[src/rtl/icache_direct.sv]
// Direct-mapped, read-only instruction cache: one word per frame, combinational hits,
// single outstanding miss. Optional hit/miss counters when ICACHE_STATS_EN is defined.
module icache_direct #(
    parameter int SETS  = 16,
    parameter int IDX_W = 4
) (
    input  logic        CLK,
    input  logic        RST,
    input  logic        imemREN,
    input  logic [31:0] imemaddr,
    output logic        ihit,
    output logic [31:0] imemload,
    output logic        iREN,
    output logic [31:0] iaddr,
    input  logic [31:0] iload,
    input  logic        iwait,
    input  logic        flush
`ifdef ICACHE_STATS_EN
    ,
    output logic [31:0] hit_count,
    output logic [31:0] miss_count
`endif
);

    // state | meaning
    // IDLE  | serve hits combinationally; a miss latches its word address
    // FETCH | request latched word from memory, fill frame when iwait drops

    localparam int TAG_W = 32 - IDX_W - 2;

    typedef enum logic {
        IDLE,
        FETCH
    } state_t;

    state_t state, state_nxt;

    logic [SETS-1:0]  valid;
    logic [TAG_W-1:0] tag_arr  [SETS];
    logic [31:0]      data_arr [SETS];
    logic [29:0]      miss_word;

    logic [TAG_W-1:0] req_tag;
    logic [IDX_W-1:0] req_idx;
    logic [TAG_W-1:0] fill_tag;
    logic [IDX_W-1:0] fill_idx;
    logic             lookup_hit;
    logic             hit;
    logic             start_miss;
    logic             fill;
    logic             unused_offset;

    assign req_tag    = imemaddr[31:IDX_W+2];
    assign req_idx    = imemaddr[IDX_W+1:2];
    assign fill_tag   = miss_word[29:IDX_W];
    assign fill_idx   = miss_word[IDX_W-1:0];
    assign unused_offset = ^imemaddr[1:0];

    assign lookup_hit = valid[req_idx] && (tag_arr[req_idx] == req_tag);
    // flush masks the hit so the fetch stage never consumes a word being invalidated
    assign hit        = imemREN && !flush && lookup_hit;
    assign start_miss = (state == IDLE) && imemREN && !lookup_hit && !flush;
    assign fill       = (state == FETCH) && !iwait;

    always_comb begin
        state_nxt = state;
        ihit      = 1'b0;
        imemload  = 32'd0;
        iREN      = 1'b0;
        iaddr     = 32'd0;
        unique case (state)
            IDLE: begin
                ihit = hit;
                if (hit) imemload = data_arr[req_idx];
                if (start_miss) state_nxt = FETCH;
            end
            FETCH: begin
                iREN  = 1'b1;
                iaddr = {miss_word, 2'b00};
                if (!iwait) state_nxt = IDLE;
            end
            default: state_nxt = IDLE;
        endcase
    end

    always_ff @(posedge CLK or posedge RST) begin
        if (RST) begin
            state     <= IDLE;
            miss_word <= '0;
            valid     <= '0;
            for (int i = 0; i < SETS; i++) begin
                tag_arr[i]  <= '0;
                data_arr[i] <= '0;
            end
        end else begin
            state <= state_nxt;
            if (start_miss) miss_word <= imemaddr[31:2];
            if (flush) valid <= '0;
            // fill is written after the flush clear so a coincident fill survives
            if (fill) begin
                valid[fill_idx]    <= 1'b1;
                tag_arr[fill_idx]  <= fill_tag;
                data_arr[fill_idx] <= iload;
            end
        end
    end

`ifdef ICACHE_STATS_EN
    always_ff @(posedge CLK or posedge RST) begin
        if (RST) begin
            hit_count  <= 32'd0;
            miss_count <= 32'd0;
        end else begin
            if ((state == IDLE) && hit) hit_count <= hit_count + 32'd1;
            if (start_miss) miss_count <= miss_count + 32'd1;
        end
    end
`endif

endmodule

[config.mk]
export PLATFORM = sky130hd
export DESIGN_NAME = icache_direct
export DESIGN_NICKNAME = d
export VERILOG_FILES = /design/src/rtl/icache_direct.sv
export SDC_FILE = /design/constraint.sdc
export NUM_CORES = 2
export LEC_CHECK = 0
export ABC_AREA = 1
export ABC_CLOCK_PERIOD_IN_PS = 108700
export CAP_MARGIN = 40
export CORE_AREA = 5 5 341 343
export DETAILED_ROUTE_END_ITERATION = 8
export DIE_AREA = 0 0 346 348
export SYNTH_ARGS = -nofsm -noshare
export SYNTH_HDL_FRONTEND = slang
export SYNTH_SLANG_ARGS = --single-unit
[constraint.sdc]
create_clock -name CLK -period 108.7 [get_ports CLK]
set_input_delay 32.61 -clock CLK [delete_from_list [all_inputs] [get_ports CLK]]
set_output_delay 32.61 -clock CLK [all_outputs]
set_load 0.02 [all_outputs]
==> out/results.txt <==
For this design, the CTS-stage hold fixing added 0 buffers. For the final database, setup skew stands at 35.5 ps. The first global-routing pass estimated 214000 um of wire.

The ratio of routed vias to standard cells was 5.32. After synthesis, the mean cell area works out to 8.01 sq um. For the worst setup path, the data required time is 76090 ps. Entering global routing, the biggest net connects 227 pins.

Subtracting the final worst setup slack from the clock period gives 70690 ps. The growth of design area from synthesis to finish works out to 13.6%. The residual DRC count was 0.

For this run, the total global-route usage over all layers was measured as 22.3%. The final design instance area without fill came out at 51000 sq um. The tools report the total die area as 120000 sq um. The static leakage is 23.7 nW. For the final hold violation count, the log shows 0. The number of design-rule violations left by the first detailed-router iteration is 3855, and the count of pins on the block boundary is 135. The peak supply drop is 0.0154 mV, and the maximum fanout along the worst path is 94. For the final routed database, the setup TNS stands at 0 ps. Synthesized cell area: 44900 sq um. The total via count in the routed design was 37500. Among all flip-flop cells after synthesis, the most frequent one is dfrtp_1. The tools report the effective utilization at floorplan as 39.6%. The count of input and output buffers was 130. The type of the setup path with the least slack is input port to primary output.

From left edge to right edge, the die measures 346 um. The synthesized design spends more area on one cell type than any other, namely dfrtp_1. The commonest cells after synthesis are 1973 x nand2_1, 1019 x o21ai_0, 975 x dfrtp_1. In this run, distinct cell masters in the synthesized netlist total 31. The flop and latch count out of synthesis works out to 975. The final-stage net count was 5517; the clock network latency to the later pin of the worst-skew pair was 700 ps.

The tools report the total grt overflow as 0. Post-CTS timing repair inserted 0 buffers for setup. In the synthesized netlist the async set-or-reset flop fraction comes to 100%. After floorplanning, the core was divided into 124 placement rows. Setup repair after global routing left no endpoint under its margin. In this run the tightest slew margin relative to its limit is 32.5%. STA puts the critical path data arrival time at 38080 ps. The fraction of synthesized cell area taken by the top area cell type works out to 54.4%.

Based on the critical path, the design can be clocked at up to 0.0141 GHz. The clock drives 975 sinks. The final critical-path share of the clock period works out to 65.0%. At the pin with the least slew margin, the transition time is 1010 ps.

The tools report the post-cts sizing count as 0. STA classifies the critical path startpoint as an input port. Number of antenna violations at the first check in global routing: 2. Number of nets with antenna violations after detailed routing: 0.

Most repeated cell in the gate-level netlist after synthesis: nand2_1. Synthesis handed over a netlist of 5602 instances. After detailed routing, the average wire length per cell comes to 19.5 um.

The core area is 113000 sq um. For this run, the slowest stage of the critical path takes 800 ps. Among all stages on the critical path, the largest delay is contributed by buf_4.

The core occupancy in the finished layout is 45.0%. The total CTS buffers is 108, and the placed wire-length estimate is 73200 um. By area the synthesized netlist is led by dfrtp_1 54%, nand2_1 16%, o21ai_0 11%. STA classifies the critical path endpoint as a primary output. TritonCTS built the clock tree. The clock slew at the register clock pins of the worst setup and hold paths is 60 ps. The tightest min-delay check is of the flip-flop to flip-flop type.

The die height was 348 um. Cells with a size suffix above 1 make up 5.56% of the layout. The first-pass iteration count of the detailed router is 7.

The tools report the number of global-route vias before repair as 35500. The overall power after layout is 1.11 mW. Counting along the longest clock path gives a buffer depth of 3. The count of flip-flops with a built-in enable after synthesis works out to 0.

Sequential elements use 54.4% of the synthesized area. Once placement finished, the instance area stood at 47200 sq um. The signal on the critical path passes through buf_8, clkinv_8, buf_16, buf_4, buf_4, nand3_1, nand3_1, nand3_1, nand2_1, nand2_1, nand2_1, nand2_1, nor2_1, nand3_1, nor2_2, nand2_2, buf_4, a21oi_1, clkdlybuf4s50_1. The congestion estimate from routability-driven global placement came to 0.774. Setup violations remaining at the end of the flow were counted as 0.

Yosys printed 0 warnings. Summed over all layers, the routed wires come to 138000 um. The tools report the root cell of the clock tree as clkbuf_16. CTS built an H-tree with a depth of 3. Max-cap violations in this run came to 0. The run finished with clean final reports. Power per unit of standard cell area: 21.8 nW/um^2. The tools report the final max-slew violation count as 0.
## kinds of logic after synthesis
| logic type | share of synthesized area, % |
|---|---|
| AO/OA/AOI/OAI | 17.2 |
| buffers and inverters | 7.19 |
| flip-flops | 54.4 |
| other | 0.00835 |
| AND/OR/NAND/NOR | 21.2 |
## final timing paths
check	slack [ps]	endpoint	start	cells after the start
max	38010	imemload[0]	imemaddr[3]	19
min	480	tag_arr[189]$_DFFE_PP0P_	tag_arr[189]$_DFFE_PP0P_	2
max reg2reg	105310	data_arr[378]$_DFFE_PP0P_	state$_DFF_PP0_	6
min reg2reg	480	tag_arr[189]$_DFFE_PP0P_	tag_arr[189]$_DFFE_PP0P_	2
max in group asynchronous	73810	tag_arr[220]$_DFFE_PP0P_	RST	6
min in group asynchronous	32220	data_arr[283]$_DFFE_PP0P_	RST	2
## registers in the layout, summed over array words and instances (netlist names)
register	flops
state	1
valid	16
miss_word	30
data_arr	512
tag_arr	416
## where the power goes
part / internal (mW) / switching [mW]
combinational: 0.0787 / 0.122
clock: 0.230 / 0.154
sequential: 0.472 / 0.0579
total: 0.781 / 0.333
## cell type report
cell class              count  area [sq um]
diodes                      1          2.50
clock buffers             161          3290
clock inverters            41           482
fillers                 11200         62300
inverters                 322          1250
multi-input cells        3842         17400
flip-flops and latches    975         24400
well taps                1512          1890
repair buffers            199          2250
## critical path, delay by kind of cell
kind | cells | cell delay (ps)
buf+inv | 7 | 3520
simple gates | 11 | 1190
compound gates | 1 | 550
## through the flow
step | std cells | hold WS (ps) | worst slack [ps]
finish | 7053 | 480 | 38010
global route | 7052 | 492 | 37830
CTS | 7052 | 480 | 38090
detailed placement | 6850 | 465 | 38110
global placement | 6827 | 459 | 37870
floorplan | 5603 | 445 | 41560
## routing by layer
metal | up-vias | track usage [%] | routed length (um)
li1 | 18000 | - | -
met1 | 18200 | 31.6 | 62700
met2 | 1135 | 36.2 | 63000
met3 | 222 | 3.31 | 8540
met4 | 2 | 6.20 | 3330
met5 | - | 0 | 13
## layout by cell type (no fill, tap or decap), types with 2 or more instances in the layout
cell type	synthesis	routed
nand3b_1	4	4
o211ai_1	8	8
buf_4	24	43
conb_1	1	2
dfrtp_1	975	974
inv_8	0	2
clkdlybuf4s50_1	0	126
clkbuf_8	0	30
nand2_1	1973	1965
nand3_1	333	325
clkinvlp_4	0	2
clkbuf_1	352	19
a221oi_1	119	119
a21oi_2	22	22
bufinv_16	0	9
clkinv_2	0	27
buf_8	0	2
a32oi_1	2	2
nand3_4	0	8
buf_16	0	13
nor2_1	87	87
o31ai_1	7	7
a21oi_1	247	247
clkbuf_16	0	112
a31oi_1	5	5
o21ai_0	1019	1019
or2_2	3	3
buf_12	0	13
clkinv_1	2	2
inv_1	317	315
nand2_4	0	8
nand4_1	2	2
or2_1	3	3
inv_16	0	2
Power figures use the tool's default switching activity.
